==> src/rtl/video_mixer_if.sv <==
// video_mixer_if: timing, layer dots, colour-write bus and pixel/sync outputs.
// master: timing source/controller side; slave: the mixer.
// Ports: HB/VB/HS_/VS_ timing, DOT layer dots, MODE/MASK requests,
//        WE/WADDR/WDATA colour writes, R/G/B pixel, HS_O_/VS_O_ syncs, FRAME.
interface video_mixer_if #(
    parameter int Layers = 2,
    parameter int W      = 4
);
    logic              HB;
    logic              VB;
    logic              HS_;
    logic              VS_;
    logic [Layers-1:0] DOT;
    logic [1:0]        MODE;
    logic [Layers-1:0] MASK;
    logic              WE;
    logic [3:0]        WADDR;
    logic [3*W-1:0]    WDATA;
    logic [W-1:0]      R;
    logic [W-1:0]      G;
    logic [W-1:0]      B;
    logic              HS_O_;
    logic              VS_O_;
    logic              FRAME;

    modport master (
        output HB, VB, HS_, VS_, DOT, MODE, MASK, WE, WADDR, WDATA,
        input  R, G, B, HS_O_, VS_O_, FRAME
    );

    modport slave (
        input  HB, VB, HS_, VS_, DOT, MODE, MASK, WE, WADDR, WDATA,
        output R, G, B, HS_O_, VS_O_, FRAME
    );
endinterface

==> src/rtl/video_mixer.sv <==
// video_mixer: layer compositor between VGA timing and DAC pins.
// Ports: CLK pixel clock, RST_ async active-low reset, vif (slave) carrying
//        timing in, layer dots, mode/mask requests, colour writes, RGB/syncs out.
module video_mixer #(
    parameter int Layers   = 2,
    parameter int W        = 4,
    parameter int SrcDelay = 2
) (
    input  logic         CLK,
    input  logic         RST_,
    video_mixer_if.slave vif
);
    localparam int CW = 3 * W;
    localparam int ND = SrcDelay + 2;
    localparam int SW = W + 4;

    typedef struct packed {
        logic hb;
        logic vb;
        logic hs_n;
        logic vs_n;
    } tim_t;

    localparam tim_t TIM_RST = 4'b1111;

    tim_t              tim_q [ND];
    tim_t              tim_d [ND];
    logic [CW-1:0]     col_q [Layers];
    logic [CW-1:0]     col_d [Layers];
    logic              vb_hist_q;
    logic              vb_hist_d;
    logic [1:0]        mode_q;
    logic [1:0]        mode_d;
    logic [Layers-1:0] mask_q;
    logic [Layers-1:0] mask_d;
    logic              frame_q;
    logic              frame_d;
    logic [Layers-1:0] eff_q;
    logic [Layers-1:0] eff_d;
    logic [1:0]        emode_q;
    logic [1:0]        emode_d;
    logic [CW-1:0]     rgb_q;
    logic [CW-1:0]     rgb_d;

    logic [1:0]        cur_mode;
    logic [Layers-1:0] cur_mask;
    logic              vb_rise;
    logic              blank;
    logic [SW-1:0]     sum_r;
    logic [SW-1:0]     sum_g;
    logic [SW-1:0]     sum_b;
    logic [CW-1:0]     pri_c;
    logic [CW-1:0]     or_c;
    logic [CW-1:0]     mix_c;

    function automatic logic [W-1:0] sat(input logic [SW-1:0] s);
        return (s > SW'({W{1'b1}})) ? {W{1'b1}} : s[W-1:0];
    endfunction

    assign vb_rise = vif.VB & ~vb_hist_q;

    // Frame latch, timing delay line and colour registers.
    always_comb begin
        vb_hist_d = vif.VB;
        mode_d    = mode_q;
        mask_d    = mask_q;
        frame_d   = vb_rise;
        if (vb_rise) begin
            mode_d = vif.MODE;
            mask_d = vif.MASK;
        end
        tim_d[0] = {vif.HB, vif.VB, vif.HS_, vif.VS_};
        for (int k = 1; k < ND; k++) begin
            tim_d[k] = tim_q[k-1];
        end
        for (int i = 0; i < Layers; i++) begin
            col_d[i] = col_q[i];
            if (vif.WE && (vif.WADDR == 4'(i))) begin
                col_d[i] = vif.WDATA;
            end
        end
    end

    // The active mode/mask travels with the timing so that a pixel is
    // mixed with the setting that was live when its timing entered.
    if (SrcDelay == 0) begin : g_nodly
        assign cur_mode = mode_q;
        assign cur_mask = mask_q;
    end else begin : g_dly
        logic [1:0]        md_q [SrcDelay];
        logic [1:0]        md_d [SrcDelay];
        logic [Layers-1:0] mk_q [SrcDelay];
        logic [Layers-1:0] mk_d [SrcDelay];

        always_comb begin
            md_d[0] = mode_q;
            mk_d[0] = mask_q;
            for (int k = 1; k < SrcDelay; k++) begin
                md_d[k] = md_q[k-1];
                mk_d[k] = mk_q[k-1];
            end
        end

        always_ff @(posedge CLK or negedge RST_) begin
            if (!RST_) begin
                for (int k = 0; k < SrcDelay; k++) begin
                    md_q[k] <= 2'd0;
                    mk_q[k] <= '1;
                end
            end else begin
                for (int k = 0; k < SrcDelay; k++) begin
                    md_q[k] <= md_d[k];
                    mk_q[k] <= mk_d[k];
                end
            end
        end

        assign cur_mode = md_q[SrcDelay-1];
        assign cur_mask = mk_q[SrcDelay-1];
    end

    // Stage 1: masked dots.
    always_comb begin
        eff_d   = vif.DOT & cur_mask;
        emode_d = cur_mode;
    end

    // Stage 2: combine layers. Walking from the top index down leaves the
    // lowest set layer in pri_c. Sum width W+4 cannot overflow for 16 layers.
    always_comb begin
        sum_r = '0;
        sum_g = '0;
        sum_b = '0;
        pri_c = '0;
        or_c  = '0;
        for (int i = Layers - 1; i >= 0; i--) begin
            if (eff_q[i]) begin
                pri_c = col_q[i];
                or_c  = or_c | col_q[i];
                sum_r = sum_r + SW'(col_q[i][CW-1 -: W]);
                sum_g = sum_g + SW'(col_q[i][2*W-1 -: W]);
                sum_b = sum_b + SW'(col_q[i][W-1:0]);
            end
        end
        case (emode_q)
            2'd1:    mix_c = {sat(sum_r), sat(sum_g), sat(sum_b)};
            2'd2:    mix_c = or_c;
            default: mix_c = pri_c;
        endcase
        blank = tim_q[SrcDelay].hb | tim_q[SrcDelay].vb;
        rgb_d = blank ? '0 : mix_c;
    end

    always_ff @(posedge CLK or negedge RST_) begin
        if (!RST_) begin
            for (int k = 0; k < ND; k++) begin
                tim_q[k] <= TIM_RST;
            end
            for (int i = 0; i < Layers; i++) begin
                col_q[i] <= '1;
            end
            vb_hist_q <= 1'b0;
            mode_q    <= 2'd0;
            mask_q    <= '1;
            frame_q   <= 1'b0;
            eff_q     <= '0;
            emode_q   <= 2'd0;
            rgb_q     <= '0;
        end else begin
            for (int k = 0; k < ND; k++) begin
                tim_q[k] <= tim_d[k];
            end
            for (int i = 0; i < Layers; i++) begin
                col_q[i] <= col_d[i];
            end
            vb_hist_q <= vb_hist_d;
            mode_q    <= mode_d;
            mask_q    <= mask_d;
            frame_q   <= frame_d;
            eff_q     <= eff_d;
            emode_q   <= emode_d;
            rgb_q     <= rgb_d;
        end
    end

    assign vif.R     = rgb_q[CW-1 -: W];
    assign vif.G     = rgb_q[2*W-1 -: W];
    assign vif.B     = rgb_q[W-1:0];
    assign vif.HS_O_ = tim_q[ND-1].hs_n;
    assign vif.VS_O_ = tim_q[ND-1].vs_n;
    assign vif.FRAME = frame_q;
endmodule

==> src/flat_wrapper.sv <==
// flat-port wrapper written by rule: the top's interface ports become plain ports
module video_mixer_flat 
#(
    parameter int Layers   = 2,
    parameter int W        = 4,
    parameter int SrcDelay = 2
)
  (CLK, RST_, vif_HB, vif_VB, vif_HS_, vif_VS_, vif_DOT, vif_MODE, vif_MASK, vif_WE, vif_WADDR, vif_WDATA, vif_R, vif_G, vif_B, vif_HS_O_, vif_VS_O_, vif_FRAME);
  video_mixer_if #(.Layers(Layers), .W(W)) vif_i ();
  input  logic CLK;
  input  logic RST_;
  input wire logic [$bits(vif_i.HB)-1:0] vif_HB;
  input wire logic [$bits(vif_i.VB)-1:0] vif_VB;
  input wire logic [$bits(vif_i.HS_)-1:0] vif_HS_;
  input wire logic [$bits(vif_i.VS_)-1:0] vif_VS_;
  input wire logic [$bits(vif_i.DOT)-1:0] vif_DOT;
  input wire logic [$bits(vif_i.MODE)-1:0] vif_MODE;
  input wire logic [$bits(vif_i.MASK)-1:0] vif_MASK;
  input wire logic [$bits(vif_i.WE)-1:0] vif_WE;
  input wire logic [$bits(vif_i.WADDR)-1:0] vif_WADDR;
  input wire logic [$bits(vif_i.WDATA)-1:0] vif_WDATA;
  output wire logic [$bits(vif_i.R)-1:0] vif_R;
  output wire logic [$bits(vif_i.G)-1:0] vif_G;
  output wire logic [$bits(vif_i.B)-1:0] vif_B;
  output wire logic [$bits(vif_i.HS_O_)-1:0] vif_HS_O_;
  output wire logic [$bits(vif_i.VS_O_)-1:0] vif_VS_O_;
  output wire logic [$bits(vif_i.FRAME)-1:0] vif_FRAME;
  assign vif_i.HB = vif_HB;
  assign vif_i.VB = vif_VB;
  assign vif_i.HS_ = vif_HS_;
  assign vif_i.VS_ = vif_VS_;
  assign vif_i.DOT = vif_DOT;
  assign vif_i.MODE = vif_MODE;
  assign vif_i.MASK = vif_MASK;
  assign vif_i.WE = vif_WE;
  assign vif_i.WADDR = vif_WADDR;
  assign vif_i.WDATA = vif_WDATA;
  assign vif_R = vif_i.R;
  assign vif_G = vif_i.G;
  assign vif_B = vif_i.B;
  assign vif_HS_O_ = vif_i.HS_O_;
  assign vif_VS_O_ = vif_i.VS_O_;
  assign vif_FRAME = vif_i.FRAME;
  video_mixer #(.Layers(Layers), .W(W), .SrcDelay(SrcDelay)) u_core (.CLK(CLK), .RST_(RST_), .vif(vif_i));
endmodule
==> config.mk <==
export PLATFORM = sky130hd
export DESIGN_NAME = video_mixer_flat
export DESIGN_NICKNAME = d
export VERILOG_FILES = /design/src/rtl/video_mixer_if.sv /design/src/rtl/video_mixer.sv /design/src/flat_wrapper.sv
export SDC_FILE = /design/constraint.sdc
export NUM_CORES = 1
export LEC_CHECK = 0
export BUFFER_PORTS_ARGS = -buffer_cell sky130_fd_sc_hd__buf_2
export CAP_MARGIN = 15
export CORE_MARGIN = 2
export CORE_UTILIZATION = 52
export DETAILED_ROUTE_END_ITERATION = 16
export GPL_TIMING_DRIVEN = 1
export HOLD_SLACK_MARGIN = 0.03
export MAX_ROUTING_LAYER = met4
export PLACE_DENSITY = 0.8
export SYNTH_ARGS = -nofsm -noshare
export SYNTH_HDL_FRONTEND = slang
export SYNTH_SLANG_ARGS = --single-unit
==> constraint.sdc <==
create_clock -name CLK -period 2.1 [get_ports CLK]
set_input_delay 0.315 -clock CLK [delete_from_list [all_inputs] [get_ports CLK]]
set_output_delay 0.315 -clock CLK [all_outputs]
set_load 0.01 [all_outputs]
==> flow_metrics.tcl <==
set metrics [dict create \
    rsz0062_at_grt "no" \
    register_area_um2 1758 \
    cts_tree "built" \
    power_density_nw_per_um2 996.5 \
    syn_area_um2 3302 \
    peakVddDrop_mv 0.5846 \
    clockBufferDepth 2 \
    fin_skew_ns 0.008208 \
    fp.dieH_um 83.69 \
    finalHoldViolations 0 \
    synth.top_cell.area_share_pct 35.01 \
    postLayoutCoreUtil_pct 63.73 \
    core_um2 6241 \
    hpwl_um 4625 \
    grt_max_degree 47 \
    area_growth_pct 20.46 \
    maxCapViolCount 0 \
    final_nets 409 \
    post-route-drc-count 0 \
    finalSetupViolCount 0 \
    dp_cells 420 \
    grt_pass1_vias 2520 \
    worst_pin_slew_ns 0.6046 \
    async_flop_share_pct 100.0 \
    drive_gt1_share_pct 40.61 \
    grt-ovfl-total 0 \
    fillCellCount 502 \
    startpoint_type "flop" \
    portBuffers 43 \
    die_area_um2 7003 \
    crit_required_ns 2.34 \
    clock.fmax_mhz 489.7 \
    cts_buffers 9 \
    drt-initial-drc-count 244 \
    start_util_pct 52.91 \
    drt-total-wl_um 6890 \
    antenna_cells 0 \
    min_period_over_period_pct 97.23 \
    synth_edf_count 0 \
    synth_most_common_cell "dfstp_2" \
    dr_total_vias 2488 \
    whs_ns 0.05876 \
    grt_pass1_wl_um 11460 \
    timing.setup.tns_ns 0 \
    track_usage_pct 21.19 \
    period_needed_ns 2.042 \
    viasPerCell 5.667 \
    yosys.area.top_type "dfstp_2" \
    cts-root-buf "clkbuf_8" \
    yosys_most_used_dff "dfstp_2" \
    gp_congestion 1.020 \
    p_leak_nw 1.794 \
    synth.distinct_cells 38 \
    yosys-top-cells-area "dfstp_2 35%, dfrtp_1 18%, ha_1 8.7%" \
    antenna_found_initial 0 \
    h-tree-depth 3 \
    syn-num-nets 354 \
    critical_path.max_fanout 6 \
    ys_ff_latch 68 \
    ff2ff_setup_slack_ns 0.06 \
    syn_inst 302 \
    ant_nets 0 \
    insertion_delay_ns 0.35 \
    cts.sinks 68 \
    rows 29 \
    postSynthAreaPerCell_um2 10.93 \
    fin_cells 439 \
    fp.dieW_um 83.69 \
    slew_viol_final 0 \
    status "complete, no violations" \
    arrival_ns 2.28 \
    crit_type "flop to flop" \
    max_slew_margin_pct 59.59 \
    clkSlewWorstSetupHoldPaths_ns 0.07 \
    synth-seq-area-share_pct 53.20 \
    pin_count 44 \
    ys_top_cells_by_count "44 x dfstp_2, 41 x nand2_1, 24 x dfrtp_1" \
    synth_warnings 0 \
    dr.pass1.iters 4 \
    multi_input_area_um2 1425 \
    wl_per_cell_um 15.69 \
    worstSetupEndpointType "flop" \
    hp-class "input pin to flop" \
]
-- critical path, cell delays in order (launching register included) --
cell,delay [ns]
dfrtp_2,0.39
buf_2,0.19
nand2_1,0.07
ha_1,0.30
ha_1,0.24
nand2b_1,0.16
mux2i_1,0.14
a31oi_1,0.11
o311a_1,0.33
-- path summary, 6_finish.rpt --
path,from,cells past startpoint,end
min in group asynchronous,RST_,2,u_core.rgb_q[1]
worst min-delay path,vif_VS_,1,u_core.tim_d[8]
worst max register to register,u_core.eff_q[1],8,u_core.rgb_q[11]
max in group asynchronous,RST_,3,u_core.tim_d[3]
worst min register to register,u_core.cur_mode[0],0,u_core.emode_q[0]
worst max-delay path,u_core.eff_q[1],8,u_core.rgb_q[11]
-- state kept, by name (all words and copies together), names as in the netlist --
name	cells
u_core.col_q	24
u_core.rgb_q	12
u_core.tim_d	12
u_core.cur_mask	2
u_core.cur_mode	2
u_core.eff_q	2
u_core.emode_q	2
u_core.g_dly.md_d	2
u_core.g_dly.mk_d	2
u_core.mask_q	2
u_core.mode_q	2
u_core.vb_hist_q	1
u_core.vif.FRAME	1
u_core.vif.HS_O_	1
u_core.vif.VS_O_	1
-- cell usage in the layout (no fill, tap or decap), drive strengths merged, types with 4 or more instances in the layout --
cell type,n
nor2,11
a31oi,9
a21oi,24
dfrtp,24
o211ai,4
a211oi,4
nor3,4
clkbuf,11
a311o,4
o221ai,7
ha,23
o21ai,15
and2,5
mux2,16
o31ai,6
buf,58
nand2,41
dfstp,44
inv,20
-- stage by stage --
stage	instance area (um2)	setup slack (ns)	power, mW
4_1_cts	3913	0.1027	3.945
3_5_place_dp	3642	-0.0004960	2.567
3_3_place_gp	3642	0.1017	2.526
5_1_grt	3978	0.006003	4.177
6_report	3978	0.05811	3.964
2_1_floorplan	3302	0.1078	2.291
-- kinds of logic (layout without fill, tap and decap cells) --
| group | Yosys count | count (layout) | synth area share [%] |
|---|---|---|---|
| AO/OA/AOI/OAI | 80 | 80 | 15.73 |
| adder cells (fa/ha/maj) | 23 | 23 | 8.716 |
| buffers and inverters | 36 | 96 | 4.850 |
| flip-flops | 68 | 68 | 53.20 |
| multiplexers | 19 | 19 | 6.366 |
| AND/OR/NAND/NOR | 76 | 76 | 11.14 |
-- layer usage --
metal | vias to the layer above | GRT usage (%) | routed length [um]
li1 | 1179 | - | -
met1 | 1197 | 26.16 | 2973
met2 | 99 | 32.36 | 3265
met3 | 13 | 5.638 | 505
met4 | 0 | 10.56 | 145
met5 | - | - | 0
-- power breakdown --
part	internal, mW	switching (mW)
clock network	0.857	0.505
logic	0.384	0.494
registers	1.60	0.126
-- layout make-up --
type                    instances  area share (%)
inverters                      21           1.982
flip-flops and latches         68           44.20
repair buffers                 59           9.059
clock inverters                 5           2.705
clock buffers                  11           3.806
well taps                      77           2.422
multi-input cells             198           35.83
-- what timing repair did --
action	CTS	global route
hold buffers	1	0
endpoints found under the hold margin	12	0
endpoints found under the setup margin	1	3
buffers inserted	0	2
resized for setup	1	6
pin swaps	0	1
(Power assumes the default switching activity.)
